==> src/rtl/ipf_pkg.sv <==
// Shared types and size helpers for the IPF LCU scheduler.
package ipf_pkg;

    typedef enum logic [1:0] {
        ST_FILL = 2'd0,
        ST_LOAD = 2'd1,
        ST_RUN  = 2'd2,
        ST_FIN  = 2'd3
    } ipf_state_e;

    localparam int IMG_W_LOG2 = 7;
    localparam int LCU_DIM_16 = 16;
    localparam int LCU_DIM_32 = 32;
    localparam int LCU_DIM_64 = 64;

    // Size code 3 is reserved and behaves as 64x64.
    function automatic logic [1:0] eff_size(input logic [1:0] size);
        return (size == 2'd3) ? 2'd2 : size;
    endfunction

    function automatic logic [6:0] lcu_n(input logic [1:0] size);
        case (eff_size(size))
            2'd0:    return 7'(LCU_DIM_16);
            2'd1:    return 7'(LCU_DIM_32);
            default: return 7'(LCU_DIM_64);
        endcase
    endfunction

    function automatic logic [2:0] lcu_max(input logic [1:0] size);
        return 3'd7 >> eff_size(size);
    endfunction

endpackage

==> src/rtl/ipf_row_ring_ptr.sv <==
// Three-slot rotating pointer for the IPF row ring buffer.
module ipf_row_ring_ptr (
    input  logic       clk,
    input  logic       reset,
    input  logic       init_i,
    input  logic       restart_i,
    input  logic       rot_i,
    output logic [1:0] prev_o,
    output logic [1:0] cur_o,
    output logic [1:0] next_o,
    output logic [1:0] load_slot_o
);
    logic [1:0] prev_q, cur_q, next_q;
    logic [1:0] prev_d, cur_d, next_d;

    always_comb begin
        prev_d = prev_q;
        cur_d  = cur_q;
        next_d = next_q;
        if (init_i) begin
            prev_d = 2'd2;
            cur_d  = 2'd0;
            next_d = 2'd1;
        end else if (restart_i) begin
            prev_d = 2'd0;
            cur_d  = 2'd1;
            next_d = 2'd2;
        end else if (rot_i) begin
            prev_d = cur_q;
            cur_d  = next_q;
            next_d = prev_q;
        end
    end

    always_ff @(posedge clk or posedge reset) begin
        if (reset) begin
            prev_q <= 2'd0;
            cur_q  <= 2'd0;
            next_q <= 2'd0;
        end else begin
            prev_q <= prev_d;
            cur_q  <= cur_d;
            next_q <= next_d;
        end
    end

    assign prev_o      = prev_q;
    assign cur_o       = cur_q;
    assign next_o      = next_q;
    // Rotation happens on row advance, so the freed slot (old prev) now sits in next.
    assign load_slot_o = next_q;

endmodule

==> src/rtl/ipf_lcu_scheduler.sv <==
// IPF LCU scheduler: paces pixel input, fills the 3-row ring and issues row_start per LCU row.
// Optional stall counter port perf_stall when IPF_SCHED_PERF_EN is defined.
module ipf_lcu_scheduler #(
    parameter int IMG_W_LOG2 = ipf_pkg::IMG_W_LOG2,
    parameter int ADDR_W     = 2 * IMG_W_LOG2,
    parameter int COL_W      = 6
) (
    input  logic              clk,
    input  logic              reset,
    input  logic              in_en,
    input  logic [2:0]        lcu_x,
    input  logic [2:0]        lcu_y,
    input  logic [1:0]        lcu_size,
    input  logic              core_done,
    output logic              busy,
    output logic              wr_en,
    output logic [1:0]        wr_slot,
    output logic [COL_W-1:0]  wr_col,
    output logic              row_start,
    output logic [COL_W-1:0]  row_idx,
    output logic [1:0]        slot_prev,
    output logic [1:0]        slot_cur,
    output logic [1:0]        slot_next,
    output logic              row_top,
    output logic              row_bot,
    output logic [ADDR_W-1:0] row_base_addr,
    output logic              finish
`ifdef IPF_SCHED_PERF_EN
    ,
    output logic [15:0]       perf_stall
`endif
);
    import ipf_pkg::*;

    localparam int CNT_W = COL_W + 1;

    ipf_state_e        state_q, state_d;
    logic              busy_q, busy_d;
    logic              row_start_q, row_start_d;
    logic              finish_q, finish_d;
    logic              row_top_q, row_top_d;
    logic              row_bot_q, row_bot_d;
    logic [COL_W-1:0]  row_idx_q, row_idx_d;
    logic [ADDR_W-1:0] addr_q, addr_calc;
    logic [CNT_W-1:0]  cnt_q, cnt_d;
    logic [2:0]        lcu_x_q, lcu_x_d, lcu_y_q, lcu_y_d;
    logic [1:0]        size_q, size_d;
    logic              upd_row, ring_init, ring_restart, ring_rot;
    logic [1:0]        load_slot;

    logic [CNT_W-1:0]  n;
    logic [COL_W-1:0]  n_m1;
    logic [CNT_W-1:0]  fill_last;
    logic [2:0]        sh;
    logic              accept, done_ok, last_lcu;

    assign n         = lcu_n(size_q);
    assign n_m1      = COL_W'(n - 7'd1);
    assign fill_last = CNT_W'({n, 1'b0} - 8'd1);
    assign sh        = 3'd4 + {1'b0, size_q};
    assign accept    = in_en & ~busy_q;
    assign done_ok   = core_done && (state_q == ST_RUN) && !row_start_q;
    assign last_lcu  = (lcu_x_q == lcu_max(size_q)) && (lcu_y_q == lcu_max(size_q));

    assign wr_en   = accept;
    assign wr_col  = cnt_q[COL_W-1:0] & n_m1;
    assign wr_slot = (state_q == ST_LOAD) ? load_slot : {1'b0, (cnt_q >= n)};

    assign addr_calc = (((ADDR_W'(lcu_y_q) << sh) + ADDR_W'(row_idx_d)) << IMG_W_LOG2)
                     + (ADDR_W'(lcu_x_q) << sh);

    always_comb begin
        state_d      = state_q;
        busy_d       = busy_q;
        row_start_d  = 1'b0;
        finish_d     = finish_q;
        row_top_d    = row_top_q;
        row_bot_d    = row_bot_q;
        row_idx_d    = row_idx_q;
        cnt_d        = cnt_q;
        lcu_x_d      = lcu_x_q;
        lcu_y_d      = lcu_y_q;
        size_d       = size_q;
        upd_row      = 1'b0;
        ring_init    = 1'b0;
        ring_restart = 1'b0;
        ring_rot     = 1'b0;
        case (state_q)
            ST_FILL: begin
                if (accept) begin
                    if (cnt_q == '0) begin
                        lcu_x_d = lcu_x;
                        lcu_y_d = lcu_y;
                        size_d  = eff_size(lcu_size);
                    end
                    if (cnt_q == fill_last) begin
                        state_d     = ST_RUN;
                        busy_d      = 1'b1;
                        row_start_d = 1'b1;
                        cnt_d       = '0;
                        row_idx_d   = '0;
                        row_top_d   = 1'b1;
                        row_bot_d   = 1'b0;
                        upd_row     = 1'b1;
                        ring_init   = 1'b1;
                    end else begin
                        cnt_d = cnt_q + 1'b1;
                    end
                end
            end
            ST_LOAD: begin
                if (accept) begin
                    if (cnt_q[COL_W-1:0] == n_m1) begin
                        state_d     = ST_RUN;
                        busy_d      = 1'b1;
                        row_start_d = 1'b1;
                        cnt_d       = '0;
                    end else begin
                        cnt_d = cnt_q + 1'b1;
                    end
                end
            end
            ST_RUN: begin
                if (done_ok) begin
                    cnt_d = '0;
                    if (row_idx_q == n_m1) begin
                        row_idx_d = '0;
                        row_top_d = 1'b0;
                        row_bot_d = 1'b0;
                        if (last_lcu) begin
                            state_d  = ST_FIN;
                            busy_d   = 1'b1;
                            finish_d = 1'b1;
                        end else begin
                            state_d      = ST_FILL;
                            busy_d       = 1'b0;
                            ring_restart = 1'b1;
                        end
                    end else begin
                        row_idx_d = row_idx_q + 1'b1;
                        row_top_d = 1'b0;
                        row_bot_d = (row_idx_d == n_m1);
                        upd_row   = 1'b1;
                        ring_rot  = 1'b1;
                        // Bottom row has no row below to fetch: start it straight away.
                        if (row_idx_d == n_m1) begin
                            row_start_d = 1'b1;
                        end else begin
                            state_d = ST_LOAD;
                            busy_d  = 1'b0;
                        end
                    end
                end
            end
            default: begin
                busy_d = 1'b1;
            end
        endcase
    end

    always_ff @(posedge clk or posedge reset) begin
        if (reset) begin
            state_q     <= ST_FILL;
            busy_q      <= 1'b0;
            row_start_q <= 1'b0;
            finish_q    <= 1'b0;
            row_top_q   <= 1'b0;
            row_bot_q   <= 1'b0;
            row_idx_q   <= '0;
            addr_q      <= '0;
            cnt_q       <= '0;
            lcu_x_q     <= '0;
            lcu_y_q     <= '0;
            size_q      <= '0;
        end else begin
            state_q     <= state_d;
            busy_q      <= busy_d;
            row_start_q <= row_start_d;
            finish_q    <= finish_d;
            row_top_q   <= row_top_d;
            row_bot_q   <= row_bot_d;
            row_idx_q   <= row_idx_d;
            cnt_q       <= cnt_d;
            lcu_x_q     <= lcu_x_d;
            lcu_y_q     <= lcu_y_d;
            size_q      <= size_d;
            if (upd_row) addr_q <= addr_calc;
        end
    end

    ipf_row_ring_ptr u_ring (
        .clk         (clk),
        .reset       (reset),
        .init_i      (ring_init),
        .restart_i   (ring_restart),
        .rot_i       (ring_rot),
        .prev_o      (slot_prev),
        .cur_o       (slot_cur),
        .next_o      (slot_next),
        .load_slot_o (load_slot)
    );

`ifdef IPF_SCHED_PERF_EN
    logic [15:0] perf_q;
    always_ff @(posedge clk or posedge reset) begin
        if (reset) begin
            perf_q <= 16'd0;
        end else if ((state_q == ST_RUN) && busy_q && (perf_q != 16'hFFFF)) begin
            perf_q <= perf_q + 16'd1;
        end
    end
    assign perf_stall = perf_q;
`endif

    assign busy          = busy_q;
    assign row_start     = row_start_q;
    assign finish        = finish_q;
    assign row_top       = row_top_q;
    assign row_bot       = row_bot_q;
    assign row_idx       = row_idx_q;
    assign row_base_addr = addr_q;

endmodule

==> config.mk <==
export PLATFORM = sky130hd
export DESIGN_NAME = ipf_lcu_scheduler
export DESIGN_NICKNAME = d
export VERILOG_FILES = /design/src/rtl/ipf_pkg.sv /design/src/rtl/ipf_row_ring_ptr.sv /design/src/rtl/ipf_lcu_scheduler.sv
export SDC_FILE = /design/constraint.sdc
export NUM_CORES = 1
export LEC_CHECK = 0
export CORE_AREA = 2 2 58 114
export CTS_CLUSTER_SIZE = 40
export DETAILED_ROUTE_END_ITERATION = 16
export DIE_AREA = 0 0 60 116
export PLACE_DENSITY = 0.73
export SYNTH_ARGS = -nofsm -noshare
export SYNTH_HDL_FRONTEND = slang
export SYNTH_HIERARCHICAL = 1
export SYNTH_SLANG_ARGS = --single-unit
==> constraint.sdc <==
create_clock -name clk -period 3.1 [get_ports clk]
set_clock_uncertainty 0.05 [all_clocks]
set_input_delay 0.62 -clock clk [delete_from_list [all_inputs] [get_ports clk]]
set_output_delay 0.62 -clock clk [all_outputs]
set_load 0.01 [all_outputs]
* Word level (Yosys, flattened, before mapping) *
Index checks and enable logic that the tools add are counted.
W data, S select, Z words.

word-level totals
  register bits after elaboration = 48
  output and inout port bits = 40

cells by class
  $add $sub $neg = 7
  magnitude comparators = 1
  equality and inequality tests = 17
  shift operators = 3
  muxes and demuxes = 66
  bitwise logic cells = 3
  reduce and logical (&&, ||, !) cells = 16

operators by type and width
  cell                   count
  $mux W2                20
  $mux W7                5
  $mux W1                28
  $mux W6                4
  $pmux W7 S3            1
  $eq A6 B6 Y1           3
  $add A14 B14 Y14       1
  $pmux W7 S2            1
  $shl A3 B3 Y14         1
  $pmux W6 S2            1
  $reduce_and A4 Y1      3
  $ne A2 B2 Y1 const B   4
  $add A7 B1 Y7 const B  1
  $add A7 B6 Y7          1
  $eq A7 B7 Y1           1
  $ge A7 B7 Y1           1
  $logic_not A7 Y1       1
  $reduce_and A7 Y1      1
  $shl A3 B3 Y7          1
  $sub A7 B1 Y7 const B  1
  $add A6 B1 Y6 const B  1
  $and A6 B6 Y6          1
  $eq A2 B2 Y1 const B   3
  $eq A3 B3 Y1           2
  other kinds (18)       26

* Depth between registers and ports, before layout *
  depth in word-level cells = 12
  gate-level depth with buffers = 15
  depth with buffers taken out = 15

* By module *
The synthesis kept the hierarchy.

by module, submodules not included
  module             instances  cells each  area each (um^2)
  ipf_lcu_scheduler  1          264         2522.4
  ipf_row_ring_ptr   1          23          279.0

* Worst setup path before layout *
Ideal clock, no wire load.

  kind = reg-to-reg
  from = reg state_q[0]
  to = reg addr_q[13], in the netlist row_base_addr[13]
  setup time = 125 ps
  arrival time = 2854 ps
  data required time = 2925 ps
  path slack = 71 ps
  cell stages (with the launch flop) = 14
  clock period less this slack = 3029 ps
  cell sequence = dfrtp_1 inv_1 ha_1 clkbuf_1 a22o_1 nand2b_1 o21ai_0 o31ai_1 ha_1 fa_1 nand2_1 a311oi_2 xnor2_1 mux2_4

on the way
  word-level cells in the longest chain between the ends = 7

ends and longest elaborated chain
  element                            RTL line                                          source
  start: declaration                 ipf_lcu_scheduler.sv:37                           ipf_state_e state_q, state_d;
  start signal: assignment           ipf_lcu_scheduler.sv:176                          state_q <= state_d;
  $eq A2 B2 Y1                       ipf_lcu_scheduler.sv:62, ipf_lcu_scheduler.sv:88
  $logic_and A1 B1 Y1 (2 in series)  ipf_lcu_scheduler.sv:62                           assign done_ok = core_done && (state_q == ST_RUN) && !row_start_q;
  $mux W6                            ipf_lcu_scheduler.sv:124                          if (done_ok) begin
  $pmux W6 S2 *                      ipf_lcu_scheduler.sv:88                           case (state_q)
  net row_idx_d[4]                   ipf_lcu_scheduler.sv:43                           logic [COL_W-1:0] row_idx_q, row_idx_d;
  $add A7 B6 Y7 *                    ipf_lcu_scheduler.sv:69                           assign addr_calc = (((ADDR_W'(lcu_y_q) << sh) + ADDR_W'(row_idx_d)) << IMG_W_LOG2)
  $add A14 B14 Y14 *                 ipf_lcu_scheduler.sv:70                           + (ADDR_W'(lcu_x_q) << sh);
  end signal: assignment             ipf_lcu_scheduler.sv:187                          if (upd_row) addr_q <= addr_calc;
  end: declaration                   ipf_lcu_scheduler.sv:44                           logic [ADDR_W-1:0] addr_q, addr_calc;

Mark *: on every way through the listed nets, which the timed path passes. The rest lies on a longest branch.
A chain may end at the register's enable or synchronous reset.

* Worst setup path in the final report *
  from = reg size_q[1]
  to = reg addr_q[13], in the netlist row_base_addr[13]

on the way
  word-level cells in the longest chain between the ends = 11

ends and longest elaborated chain
  element                                                  RTL line                                           source
  start: declaration                                       ipf_lcu_scheduler.sv:47                            logic [1:0] size_q, size_d;
  start signal: assignment                                 ipf_lcu_scheduler.sv:186                           size_q <= size_d;
  $eq A2 B2 Y1                                             ipf_pkg.sv:18                                      return (size == 2'd3) ? 2'd2 : size;
  $mux W2 *                                                ipf_pkg.sv:18
  $eq A2 B1 Y1 / $logic_not A2 Y1 (equally long branches)  ipf_pkg.sv:22                                      case (eff_size(size))
  $pmux W7 S2 *                                            ipf_pkg.sv:22
  $sub A7 B1 Y7 / $sub A6 B1 Y6 (equally long branches)    ipf_lcu_scheduler.sv:59, ipf_lcu_scheduler.sv:58
  $eq A7 B7 Y1 / $eq A6 B6 Y1 (equally long branches)      ipf_lcu_scheduler.sv:96, ipf_lcu_scheduler.sv:126
  $mux W6, on equally long branches                        ipf_lcu_scheduler.sv:96, ipf_lcu_scheduler.sv:126
  $mux W6, on equally long branches                        ipf_lcu_scheduler.sv:90, ipf_lcu_scheduler.sv:124
  $pmux W6 S2 *                                            ipf_lcu_scheduler.sv:88
  net row_idx_d[4]                                         ipf_lcu_scheduler.sv:43
  $add A7 B6 Y7 *                                          ipf_lcu_scheduler.sv:69
  $add A14 B14 Y14 *                                       ipf_lcu_scheduler.sv:70

Marks and branches as above.

==> results.yml <==
cells_and_area:
  fillerInstances: 500
  n_antenna_cell: 0
  fin_nets: 401
  drive_above_1_share_pct: 26.2
  fin_cells: 454
  area_growth_pct: 37.3
  finalCoreUtilization_pct: 63.5
drt:
  avgViaCountPerCell: 5.26
  via_count: 2386
  drc: 0
  wl_um: 7060
  drt_iter0_markers: 73
  wire_per_inst_um: 15.5
  first_pass_iters: 4
  antenna_left: 0
sta:
  maxSlewViolCount: 0
  hold_viol_final: 0
  fmax_ghz: 0.336
  timing.final.crit_share_pct: 95.9
  rsz0062_at_grt: "true"
  period_minus_slack_ns: 2.97
  tightestPinTransition_ns: 0.536
  finalSetupViolCount: 0
  max-slew-margin-rel_pct: 64.0
  whs_ns: 0.431
  final.setup.worst_slack_ns: 0.126
  fin_tns_setup_ns: 0
synthesis:
  ys_seq_area_share_pct: 39.3
  synth_ff_type: "dfrtp_1"
  yosys_warnings: 6
  synth_most_common_cell: "dfrtp_1"
  synth-seq-cells: 44
  ys_async_sr_fraction_pct: 100
  yosys-top-cells-area: "dfrtp_1 (39%), ha_1 (7.6%), mux2_2 (6.0%)"
  ys_types: 52
  synth_top_area_cell: "dfrtp_1"
  avgSynthCellArea_um2: 9.76
  synth_common_cells: "dfrtp_1 (44), inv_1 (20), nand2_1 (20), o21ai_0 (20), ha_1 (17)"
  synth_edf_count: 0
  synth_area_um2: 2800
  synth_top_area_share_pct: 39.3
  synth_cells: 287
floorplanning:
  std_cell_rows: 40
  core-area_um2: 6060
  dieArea_um2: 6960
  die_h_um: 116
  start_util_pct: 46.3
  die_w_um: 60
  boundaryPins: 52
clocking:
  cts_tree: "built"
  cts_inserted_buffers: 5
  cts.path.max_buffers: 2
  hold_buffers: 0
  htree_levels: 2
  cts_root_buf: "clkbuf_16"
  clkSinkCount: 44
  clkTransAtPathRegs_ns: 0.06
  clk_latency_ns: 0.29
pwr:
  clkPwrFrac_pct: 15.1
  ir_worst_vdd_v: 0.000496
  seq_power_share_pct: 26.4
  cellLeakagePower_nw: 1.79
  p_sw_share_pct: 39.4
  combPwrFrac_pct: 58.5
  p_int_mw: 2.05
  switchingPower_mw: 1.33
  power.density_nw_per_um2: 877
critical_path:
  worstPathCellList: "buf_4 > xnor2_2 > nand3_2 > o21ai_4 > nand2b_4 > o21ai_2 > o31ai_2 > ha_2 > fa_1 > nand2_1 > a311oi_2 > xnor2_1 > mux2_4"
  cpPeakStageDelay_ns: 0.56
  start_kind: "flip-flop"
  critPathArrivalTime_ns: 3.10
  cp_max_fo: 5
  r2r_slack_ns: 0.13
  cp.buffers_inverters: 1
  cp_slowest_cell: "fa_1"
  end_kind: "flip-flop"
  cp_top_family: "adder cells"
  required_ns: 3.23
  setup.worst_path.class: "flip-flop to flip-flop"
placed_design:
  place.gp.congestion: 0.922
  post-place-ws_ns: -0.308
  dp.cells: 440
  port_buffers: 47
  dpl.hpwl_um: 5360
global_route:
  antenna_found_initial: 0
  grt_pass1_vias: 2516
  grt_pass1_wl_um: 11600
  grt_overflow: 0
  groute.usage.overall_pct: 22.4
  grt_max_degree: 39
hold_path:
  holdCritPathClass: "flip-flop to flip-flop"
outcome:
  run_status: "finished, final reports clean"
flow_run:
  cap_violations: 0
## layout make-up
cell class	instances	area, um^2	share of cell area, %
clock inverters	2	12.5	0.325
clock buffers	5	125	3.25
inverters	20	75.1	1.95
flip-flops and latches	44	1100	28.7
repair buffers	91	801	20.8
well taps	84	105	2.73
multi-input cells	208	1630	42.2
## path summary, 6_finish.rpt
| kind | startpoint | end | cells after the start |
|---|---|---|---|
| worst min register to register | finish | finish | 1 |
| worst max-delay path | size_q[1] | row_base_addr[13] | 13 |
| worst min-delay path | finish | finish | 1 |
| max in group asynchronous | reset | size_q[1] | 3 |
| worst max register to register | size_q[1] | row_base_addr[13] | 13 |
| min in group asynchronous | reset | u_ring/cur_o[1] | 2 |
## flip-flops by register name (all words and copies together) (netlist names), 2 cells and up
signal and flops:
cnt_q 7, state_q 2, size_q 2, lcu_y_q 3, u_ring/cur_o 2, lcu_x_q 3, row_idx 6, u_ring/prev_o 2
u_ring/load_slot_o 2, row_base_addr 10
## power groups by stage
| stage | sequential, mW | clock, mW | combinational (mW) |
|---|---|---|---|
| 4_1_cts | 0.881 | 0.526 | 1.87 |
| 3_5_place_dp | 0.886 | 0 | 1.80 |
| 2_1_floorplan | 0.950 | 0 | 0.981 |
| 3_3_place_gp | 0.882 | 0 | 1.75 |
| 5_1_grt | 0.915 | 0.542 | 2.17 |
| 6_report | 0.890 | 0.510 | 1.98 |
## layer usage
layer,GRT usage [%],vias up,share of wire [%]
li1,-,1159,-
met1,23.8,1138,37
met2,39.9,64,55
met3,3.91,25,3.1
met4,12.7,0,4.8
met5,0,-,0
## per-stage QoR
step,power [mW],instance area [um^2]
after global placement,2.63,3540
after global routing,3.63,3850
after floorplan,1.93,2810
final,3.38,3850
after detailed placement,2.68,3540
after CTS,3.28,3750
## layout by cell type, fill, tap and decap left out, drive strengths merged, types with 15 or more instances in the layout
| cell | Yosys | layout |
|---|---|---|
| clkdlybuf4s50 | 0 | 44 |
| buf | 14 | 44 |
| dfrtp | 44 | 44 |
| nand2 | 21 | 21 |
| o21ai | 21 | 21 |
| inv | 20 | 20 |
| ha | 17 | 17 |
| nor2 | 16 | 16 |
| mux2 | 16 | 16 |
| a21oi | 15 | 15 |
## logic make-up after synthesis
kind of cell,count (synthesis),share of synthesized area (%)
compound gates,63,14.7
xor+xnor,12,3.75
fa+ha+maj,19,9.02
buf+inv,38,7.06
flops,44,39.3
mux,26,10.1
other cells,1,0.134
simple gates,84,15.9
## repair_timing
action	4_1_cts	5_1_grt
setup endpoints to repair	3	4
pin swaps	7	6
resized for setup	16	17
buffers inserted	3	4
(Power assumes the default switching activity.)
